===== src/rtl/pe2ddr_sched.sv =====
// pe2ddr_sched: splits one PE-result write-back command into packer
// transfer segments and issues them one at a time.
//   Segment order: abuf data per group, abuf tail per group, bbuf data,
//   bbuf tail; empty segments are skipped.
//   For each segment: DDR write-address request, then a one-cycle packer
//   start, then wait for the packer done level.
// Ports:
//   clk, rst                    clock, synchronous active-high reset
//   cmd_valid/cmd_ready         command handshake (ready only in IDLE)
//   cmd_layer_type..cmd_base    command fields, latched on accept
//   cmd_done                    one-cycle pulse when the command finishes
//   pe_start/pe_done            packer start pulse / done level
//   conf_*                      packer configuration for the current segment
//   waddr/wlen/waddr_valid/waddr_ready  DDR write-address request channel
module pe2ddr_sched #(
  parameter int ADDR_W  = 32,
  parameter int NUM_W   = 8,
  parameter int MAX_GRP = 4
) (
  input  logic              clk,
  input  logic              rst,
  input  logic              cmd_valid,
  output logic              cmd_ready,
  input  logic [3:0]        cmd_layer_type,
  input  logic [2:0]        cmd_grp_num,
  input  logic [NUM_W-1:0]  cmd_a_num,
  input  logic [NUM_W-1:0]  cmd_at_num,
  input  logic [NUM_W-1:0]  cmd_b_num,
  input  logic [NUM_W-1:0]  cmd_bt_num,
  input  logic [ADDR_W-1:0] cmd_base,
  output logic              cmd_done,
  output logic              pe_start,
  input  logic              pe_done,
  output logic [3:0]        conf_layer_type,
  output logic [1:0]        conf_trans_type,
  output logic [NUM_W-1:0]  conf_trans_num,
  output logic [1:0]        conf_grp_sel,
  output logic [ADDR_W-1:0] waddr,
  output logic [NUM_W-1:0]  wlen,
  output logic              waddr_valid,
  input  logic              waddr_ready
);

  typedef enum logic [2:0] {
    S_IDLE, S_ADDR, S_START, S_WAIT0, S_WAIT, S_DONE
  } state_t;

  state_t state, state_nxt;

  logic [2:0]        grp_num_q;
  logic [NUM_W-1:0]  a_num_q, at_num_q, b_num_q, bt_num_q;
  logic [ADDR_W-1:0] base_q;
  logic [ADDR_W-1:0] offset;

  // Effective group count: per-group layers emit grp_num groups (clamped to
  // the number of abuf groups), summing layers emit a single group 0.
  function automatic logic [2:0] eff_grp(input logic per_grp, input logic [2:0] n);
    if (!per_grp)
      return 3'd1;
    if (n > 3'(MAX_GRP))
      return 3'(MAX_GRP);
    return n;
  endfunction

  // Finds the first non-empty segment at or after position (t_in, g_in).
  // Result: {found, trans_type[1:0], grp[1:0]}.
  function automatic logic [4:0] pick(
    input logic [2:0] t_in,
    input logic [2:0] g_in,
    input logic [2:0] g_cnt,
    input logic       a_nz,
    input logic       at_nz,
    input logic       b_nz,
    input logic       bt_nz
  );
    logic [2:0] t;
    logic [2:0] g;
    logic [4:0] r;
    t = t_in;
    g = g_in;
    r = '0;
    if (t == 3'd0) begin
      if (a_nz && (g < g_cnt)) r = {1'b1, 2'd0, g[1:0]};
      else begin
        t = 3'd1;
        g = '0;
      end
    end
    if (!r[4] && (t == 3'd1)) begin
      if (at_nz && (g < g_cnt)) r = {1'b1, 2'd1, g[1:0]};
      else t = 3'd2;
    end
    if (!r[4] && (t == 3'd2)) begin
      if (b_nz) r = {1'b1, 2'd2, 2'd0};
      else t = 3'd3;
    end
    if (!r[4] && (t == 3'd3)) begin
      if (bt_nz) r = {1'b1, 2'd3, 2'd0};
    end
    return r;
  endfunction

  function automatic logic [NUM_W-1:0] seg_num(
    input logic [1:0]       t,
    input logic [NUM_W-1:0] a,
    input logic [NUM_W-1:0] at,
    input logic [NUM_W-1:0] b,
    input logic [NUM_W-1:0] bt
  );
    case (t)
      2'd0:    return a;
      2'd1:    return at;
      2'd2:    return b;
      default: return bt;
    endcase
  endfunction

  logic [4:0]        cap_pick;
  logic [4:0]        adv_pick;
  logic [2:0]        adv_t;
  logic [2:0]        adv_g;
  logic [NUM_W-1:0]  cap_num;
  logic [NUM_W-1:0]  adv_num;
  logic [ADDR_W-1:0] offset_nxt;

  always_comb begin
    cap_pick = pick(3'd0, 3'd0, eff_grp(cmd_layer_type[0], cmd_grp_num),
                    cmd_a_num != '0, cmd_at_num != '0,
                    cmd_b_num != '0, cmd_bt_num != '0);
    cap_num  = seg_num(cap_pick[3:2], cmd_a_num, cmd_at_num, cmd_b_num, cmd_bt_num);

    // Per-group segment types step the group; bbuf segments step the type.
    if (conf_trans_type[1] == 1'b0) begin
      adv_t = {1'b0, conf_trans_type};
      adv_g = {1'b0, conf_grp_sel} + 3'd1;
    end else begin
      adv_t = {1'b0, conf_trans_type} + 3'd1;
      adv_g = '0;
    end
    adv_pick = pick(adv_t, adv_g, eff_grp(conf_layer_type[0], grp_num_q),
                    a_num_q != '0, at_num_q != '0,
                    b_num_q != '0, bt_num_q != '0);
    adv_num  = seg_num(adv_pick[3:2], a_num_q, at_num_q, b_num_q, bt_num_q);

    offset_nxt = offset + ADDR_W'(conf_trans_num);
  end

  always_ff @(posedge clk) begin
    if (rst) state <= S_IDLE;
    else     state <= state_nxt;
  end

  always_comb begin
    state_nxt   = state;
    cmd_ready   = 1'b0;
    cmd_done    = 1'b0;
    pe_start    = 1'b0;
    waddr_valid = 1'b0;
    case (state)
      S_IDLE: begin
        cmd_ready = 1'b1;
        if (cmd_valid) state_nxt = cap_pick[4] ? S_ADDR : S_DONE;
      end
      S_ADDR: begin
        waddr_valid = 1'b1;
        if (waddr_ready) state_nxt = S_START;
      end
      S_START: begin
        pe_start  = 1'b1;
        state_nxt = S_WAIT0;
      end
      // The packer still shows the previous done here; ignore it.
      S_WAIT0: state_nxt = S_WAIT;
      S_WAIT: begin
        if (pe_done) state_nxt = adv_pick[4] ? S_ADDR : S_DONE;
      end
      S_DONE: begin
        cmd_done  = 1'b1;
        state_nxt = S_IDLE;
      end
      default: state_nxt = S_IDLE;
    endcase
  end

  // Segment configuration is only loaded on the way into ADDR so the packer
  // sees stable values for the whole transfer.
  always_ff @(posedge clk) begin
    if (rst) begin
      grp_num_q       <= '0;
      a_num_q         <= '0;
      at_num_q        <= '0;
      b_num_q         <= '0;
      bt_num_q        <= '0;
      base_q          <= '0;
      offset          <= '0;
      conf_layer_type <= '0;
      conf_trans_type <= '0;
      conf_trans_num  <= '0;
      conf_grp_sel    <= '0;
      waddr           <= '0;
      wlen            <= '0;
    end else begin
      case (state)
        S_IDLE: begin
          if (cmd_valid) begin
            grp_num_q       <= cmd_grp_num;
            a_num_q         <= cmd_a_num;
            at_num_q        <= cmd_at_num;
            b_num_q         <= cmd_b_num;
            bt_num_q        <= cmd_bt_num;
            base_q          <= cmd_base;
            offset          <= '0;
            conf_layer_type <= cmd_layer_type;
            conf_grp_sel    <= '0;
            if (cap_pick[4]) begin
              conf_trans_type <= cap_pick[3:2];
              conf_grp_sel    <= cap_pick[1:0];
              conf_trans_num  <= cap_num;
              waddr           <= cmd_base;
              wlen            <= cap_num;
            end
          end
        end
        S_WAIT: begin
          if (pe_done) begin
            offset <= offset_nxt;
            if (adv_pick[4]) begin
              conf_trans_type <= adv_pick[3:2];
              conf_grp_sel    <= adv_pick[1:0];
              conf_trans_num  <= adv_num;
              waddr           <= base_q + offset_nxt;
              wlen            <= adv_num;
            end
          end
        end
        default: ;
      endcase
    end
  end

endmodule


===== config.mk =====
export PLATFORM = sky130hd
export DESIGN_NAME = pe2ddr_sched
export DESIGN_NICKNAME = d
export VERILOG_FILES = /design/src/rtl/pe2ddr_sched.sv
export SDC_FILE = /design/constraint.sdc
export NUM_CORES = 1
export LEC_CHECK = 0
export BUFFER_PORTS_ARGS = -buffer_cell sky130_fd_sc_hd__buf_2
export CAP_MARGIN = 5
export CORE_MARGIN = 2
export CORE_UTILIZATION = 30
export DETAILED_ROUTE_END_ITERATION = 8
export GPL_TIMING_DRIVEN = 0
export MAX_ROUTING_LAYER = met4
export SETUP_SLACK_MARGIN = 0.1
export SYNTH_ARGS = -nofsm -noshare
export SYNTH_HDL_FRONTEND = slang
export SYNTH_SLANG_ARGS = --single-unit

===== constraint.sdc =====
create_clock -name clk -period 4.5 [get_ports clk]
set_clock_uncertainty 0.15 [all_clocks]
set_input_delay 0.9 -clock clk [delete_from_list [all_inputs] [get_ports clk]]
set_output_delay 0.9 -clock clk [all_outputs]
set_load 0.005 [all_outputs]

==> reports/metrics.csv, run 1 <==
metric,value,unit
GR Util All Layers,22.8,%
period utilization,107,%
"count leader, synth",nand2_1,
"Seq/Total Area, Yosys",32.7,%
CTS HTree Levels,4,
syn_nets,1336,
# fillers,3038,
switching part of the total,32.1,%
hold buffer count at cts,0,
largest net degree at the start of global routing,17,
area delta synth->final,31.7,%
number of top-level pins,136,
total power,3840,uW
Peak VDD IR,0.000243,V
failing checks,negative setup slack,
# setup viols final,9,
RSZ-0062 raised after global routing,yes,
Crit path arrival time,5030,ps
CP max FO,5,
"Top FF cell, synth",dfxtp_1,
Final Critical Period,4800,ps
Layout Nets,1556,
Synth Warn #,0,
fmax,208,MHz
synth cell count leaders,"240 x nand2_1, 150 x a21oi_1, 150 x dfxtp_1",
cell taking the most area after synthesis,dfxtp_1,
Post-synth EDFFs,0,
"Clk pin slew, worst setup/hold paths",70,ps
Seq pwr share,39.3,%
Yosys cell types,70,
antenna violations before repair,1,
Comb power frac,22.9,%
Core Region,30300,um2
initial DRC count,784,
drt first pass iters,8,
pin slew with the least headroom to its limit,1190,ps
DRT Wirelength,35.8,mm
via count,10100,
status,"complete, but fails checks",
vias per std cell,5.46,
Initial Util,30.2,%
max_slew headroom,19.8,%
Post-Synthesis Cells,1211,
top-area cell type share of the netlist area,32.7,%
leakage power,0.00489,uW
# rows,64,
first-pass GRT wire length,53.7,mm
chip width,179,um
CTS root buffer,clkbuf_16,
register area,3010,um2
antenna-violating nets left,0,
required time of the worst setup path,4730,ps
Hold Fails Final Rpt,0,
routability cong.,0.921,
GRT overflow,0,
WL/cell,19.5,um
maxcap violations,0,
vias in the first global route,9441,
clock power share,37.8,%
Psw,1230,uW
final setup margin,-300,ps
fraction of layout cells with a size suffix above 1,23.9,%
ys async rst share,0,%
Critical Path Start Type,flip-flop,
placed inst area,10400,um2
mapped cell area,9180,um2
dpl hpwl,25.9,mm
port bufs,134,
"FF+latch count, synth",150,
multi-input logic area,6320,um2
endpoint class of the critical path,flip-flop,
TritonCTS clock tree,built,
Min Hold Slack,302,ps
post-route cell area,12100,um2
DRC violations left,0,
Post-Syn Area per Cell,7.58,um2
Power Internal,2610,uW
crit path kind,reg2reg,
CTS Buf Count,17,
DIE AREA,32000,um2
pwr/cell area,318,nW/um2
final slew viol count,0,
Longest Clk Path Bufs,2,
clock sinks,150,
Worst Hold Class,reg2reg,
largest cells by area after synthesis,"dfxtp_1 33%, nand2_1 9.8%, a21oi_1 8.2%",
Worst-Skew Late Latency,440,ps
Die H,179,um
==> metal layers <==
layer | vias to the layer above | share of wire (%) | global-route usage, %
li1 | 4841 | - | -
met1 | 4769 | 42 | 27.5
met2 | 368 | 48 | 37.5
met3 | 80 | 6.4 | 4.33
met4 | 0 | 3.5 | 9.04
met5 | - | 0 | -
==> worst max-delay path, cell delays in order, from the launching register on <==
cell and delay, ps:
dfxtp_4 370, ha_4 160, fa_2 340, a21o_1 200
a21oi_2 140, o21bai_1 90, a21oi_2 180, o21bai_2 100
a21o_1 210, buf_8 150, nand2_8 70, nor2_4 40
xor2_2 160, ha_4 290, and3_4 170, and3_4 190
o211ai_1 190, a211oi_2 300, buf_4 180, o41ai_4 60
buf_4 160, or4b_4 480, o2111ai_2 90, o21ai_1 90
a21oi_1 150
==> cell type report <==
cell class              count  area share (%)
multi-input cells         961            52.3
flip-flops and latches    150            24.9
repair buffers            201            9.94
well taps                 396            4.10
clock buffers              20            3.78
plain buffers              80            3.24
clock inverters            12            1.06
inverters                  20           0.621
diodes                      1          0.0207
==> sequential cells by signal, indices dropped and copies added (netlist names), 3 cells and up <==
name	count
base_q	32
a_num_q	8
offset	32
conf_layer_type	4
grp_num_q	3
at_num_q	8
b_num_q	8
waddr	32
wlen	8
bt_num_q	8
state	3
==> path summary, 6_finish.rpt <==
check	endpoint	slack, ps	cells after the start	from
setup / recovery	waddr[27]	-300	24	wlen[0]
hold / removal	conf_layer_type[2]	300	2	conf_layer_type[2]
setup reg to reg	waddr[27]	-300	24	wlen[0]
hold reg to reg	conf_layer_type[2]	300	2	conf_layer_type[2]
==> placed cells by master (no fill, tap or decap), types with 6 or more instances in the layout <==
master / Yosys / routed
nand2_1: 240 / 235
dfxtp_1: 150 / 144
a21oi_1: 150 / 142
buf_2: 5 / 137
nor2_1: 81 / 77
buf_4: 9 / 73
clkbuf_1: 58 / 52
o21ai_0: 52 / 40
ha_1: 47 / 37
nor3_1: 35 / 34
xnor2_1: 32 / 28
nand3_1: 30 / 26
a31oi_1: 26 / 24
inv_1: 19 / 19
and3_1: 20 / 17
clkbuf_16: 0 / 17
a21o_1: 16 / 16
xor2_1: 17 / 15
a211oi_1: 19 / 14
nor4_1: 12 / 12
nor2b_1: 13 / 11
o211ai_1: 11 / 11
o2111ai_1: 12 / 10
mux2i_1: 10 / 10
a221oi_1: 11 / 10
o21ai_1: 2 / 9
o21a_1: 9 / 9
or4_1: 8 / 8
a32o_1: 8 / 8
buf_1: 7 / 7
and2_1: 7 / 7
a22oi_1: 8 / 7
ha_4: 0 / 7
o21bai_1: 7 / 6
buf_6: 1 / 6
o31ai_1: 6 / 6
a311oi_1: 6 / 6
==> power by group through the flow <==
stage	Clock (uW)	Sequential [uW]	Combinational (uW)
6_report	1450	1510	881
5_1_grt	1510	1520	958
4_1_cts	1460	1510	826
3_5_place_dp	0	1540	787
3_3_place_gp	0	1530	778
2_1_floorplan	0	1510	486
==> what timing repair did <==
action | in CTS | in global routing
pin swaps | 50 | 46
resized for setup | 68 | 57
setup buffers | 52 | 25
setup endpoints to repair | 43 | 45
endpoints found under the hold margin | 0 | 0
==> per-stage QoR <==
step	setup TNS, ps	util, %	instances	setup slack, ps
global route	-2840	39.8	1841	-409
finish	-968	39.8	1841	-300
detailed placement	-11220	34.3	1741	-980
global placement	-10940	34.3	1741	-997
CTS	-646	38.5	1824	-121
floorplan	0	-	1211	66.5
==> cells by family (layout without fill, tap and decap cells) <==
logic type	count (synthesis)	in the layout	share of synthesized area, %
mux	10	10	1.09
fa+ha+maj	49	49	6.84
compound gates	382	382	27.1
simple gates	471	471	23.0
buf+inv	100	333	4.61
flops	150	150	32.7
other cells	0	1	0
xor+xnor	49	49	4.68
Note: power is estimated with default switching activity, not from simulation.
==> run 2, diff against run 1 <==
--- a/config.mk
+++ b/config.mk
@@ -13,6 +13,7 @@
 export GPL_TIMING_DRIVEN = 0
 export MAX_ROUTING_LAYER = met4
 export SETUP_SLACK_MARGIN = 0.1
+export SKIP_LAST_GASP = 1
 export SYNTH_ARGS = -nofsm -noshare
 export SYNTH_HDL_FRONTEND = slang
 export SYNTH_SLANG_ARGS = --single-unit
==> run 2 against run 1 <==
Compared with the run above:
- the flow still finishes with violations (negative setup slack)
- cell count rose by 0.27%
- critical endpoint unchanged
- largest cell class unchanged
- worst setup slack improved by 33 ps
- via count rose by 0.40%
==> reports/metrics.csv, run 2 (same netlist as run 1, synthesis figures left out) <==
metric,value,unit,change
status,"complete, but fails checks",,
failing checks,negative setup slack,,
RSZ-0062 raised after global routing,yes,,
pin slew with the least headroom to its limit,1110,ps,-83.9 ps
pwr/cell area,319,nW/um2,+0.35%
final slew viol count,0,,unchanged
WL/cell,19.5,um,about the same
Initial Util,30.2,%,unchanged
hold buffer count at cts,0,,unchanged
area delta synth->final,31.5,%,
crit path kind,reg2reg,,
Hold Fails Final Rpt,0,,unchanged
cell breakdown of the critical path,"ha_4, fa_2, a21o_1, a21oi_2, o21bai_1, a21oi_2, o21bai_2, a21o_1, buf_8, nand2_8, nor2_4, xor2_2, ha_4, and3_4, and3_4, o211ai_1, a211oi_2, buf_4, o41ai_4, buf_4, or4b_4, o2111ai_2, o21ai_1, a21oi_1",,
drt first pass iters,5,,-3
DRT Wirelength,35.9,mm,+0.24%
Non-Filler Instances,1846,,+0.27%
clock sinks,150,,unchanged
met2 routed WL,17.2,mm,-0.16%
cell count of the worst reg-to-reg path,24,,unchanged
required time of the worst setup path,4720,ps,about the same
via count,10100,,+0.40%
first-pass GRT wire length,53.6,mm,about the same
leakage power,0.00491,uW,+0.45%
chip width,179,um,unchanged
Layout Nets,1561,,+0.32%
Placed Instances,1741,,unchanged
Worst-Skew Late Latency,440,ps,about the same
Longest Clk Path Bufs,2,,unchanged
endpoint class of the critical path,flip-flop,,
most frequent cells in the layout,"235 x nand2_1, 145 x dfxtp_1, 142 x a21oi_1",,
CTS root buffer,clkbuf_16,,
Core Region,30300,um2,unchanged
# fillers,3049,,+0.36%
# setup viols final,11,,+2
placed inst area,10400,um2,unchanged
CP max FO,5,,unchanged
TritonCTS clock tree,built,,
final setup margin,-267,ps,+32.7 ps
maxcap violations,0,,unchanged
CTS Buf Count,17,,unchanged
R2R Path Start,wlen[0],,
"Clk pin slew, worst setup/hold paths",60,ps,about the same
CTS HTree Levels,4,,unchanged
DIE AREA,32000,um2,unchanged
Critical Path Start Type,flip-flop,,
"Slowest-stage cell, CP",or4b_4,,
WL met3,2.43,mm,+5.9%
antenna-violating nets left,0,,unchanged
DRC violations left,0,,unchanged
Crit path arrival time,4990,ps,-40 ps
GR Util All Layers,22.8,%,about the same
highest routed layer,met4,,
Max stage delay on crit path,480,ps,about the same
routability cong.,0.921,,unchanged
total power,3850,uW,+0.24%
Final Critical Period,4770,ps,-32.7 ps
number of top-level pins,136,,unchanged
Peak VDD IR,0.000242,V,-0.41%
initial DRC count,718,,-8.4%
antenna violations before repair,1,,unchanged
multi-input logic area,6280,um2,-0.67%
vias in the first global route,9439,,-0.021%
dpl hpwl,25.9,mm,unchanged
# rows,64,,unchanged
port bufs,134,,unchanged
GRT overflow,0,,unchanged
WHS Path Cells,2,,unchanged
fraction of layout cells with a size suffix above 1,23.9,%,+0.056 points
hold path startpoint,conf_layer_type[2],,
register area,3010,um2,about the same
period utilization,106,%,-0.73 points
post-route cell area,12100,um2,-0.11%
Worst Hold Class,reg2reg,,
max_slew headroom,25.4,%,+5.6 points
Die H,179,um,unchanged
setup_tns,-1250,ps,-279 ps
largest registers,"base_q x32, offset x32, waddr x32",,
"commonest non-fill, non-tap cell in the layout",nand2_1,,
fmax,210,MHz,+0.68%
CP Launch Point,wlen[0],,
vias per std cell,5.47,,+0.13%
largest net degree at the start of global routing,17,,unchanged
met1 WL,14.9,mm,-0.73%
==> run 2: area by class of cell <==
cell class,count,area share (%)
diodes,1,0.0207
plain buffers,80,3.29
clock buffers,20,3.78
clock inverters,12,1.06
inverters,20,0.622
multi-input cells,961,52.0
flip-flops and latches,150,25.0
well taps,396,4.11
repair buffers,206,10.2
==> run 2: per-stage QoR <==
stage	hold WS, ps	util, %	setup WS (ps)
finish	303	39.8	-267
detailed placement	296	34.3	-980
CTS	304	38.5	-122
floorplan	286	-	66.5
global route	324	39.8	-499
global placement	292	34.3	-997
==> run 2: worst paths after layout <==
path                   endpoint  slack [ps]
max                   waddr[27]        -270
min          conf_layer_type[2]         300
max reg2reg           waddr[27]        -270
min reg2reg  conf_layer_type[2]         300
==> run 2: what timing repair did <==
action,4_1_cts,5_1_grt
endpoints found under the setup margin,43,45
setup buffers,52,32
gates resized for setup,66,57
hold endpoints to repair,0,0
pin swaps,49,42
==> run 2: report_power, final <==
group | internal [uW] | switching, uW | leakage [uW] | total, uW
sequential | 1430 | 80.3 | 0.00123 | 1510
combinational | 346 | 549 | 0.00340 | 895
clock | 843 | 603 | 0.000278 | 1450
total | 2620 | 1230 | 0.00491 | 3850
==> run 2: metal layers <==
metal / track usage [%] / vias up
li1: - / 4850
met4: 9.08 / 0
met5: - / -
met2: 37.5 / 349
met1: 27.5 / 4819
met3: 4.28 / 80
==> run 2: worst max-delay path: cells and delay by family, from the launching register on <==
kind / cells / cell delay [ps]
compound gates: 12 / 1790
xor+xnor: 1 / 160
fa+ha+maj: 3 / 790
buf+inv: 3 / 470
flops: 1 / 370
simple gates: 5 / 950
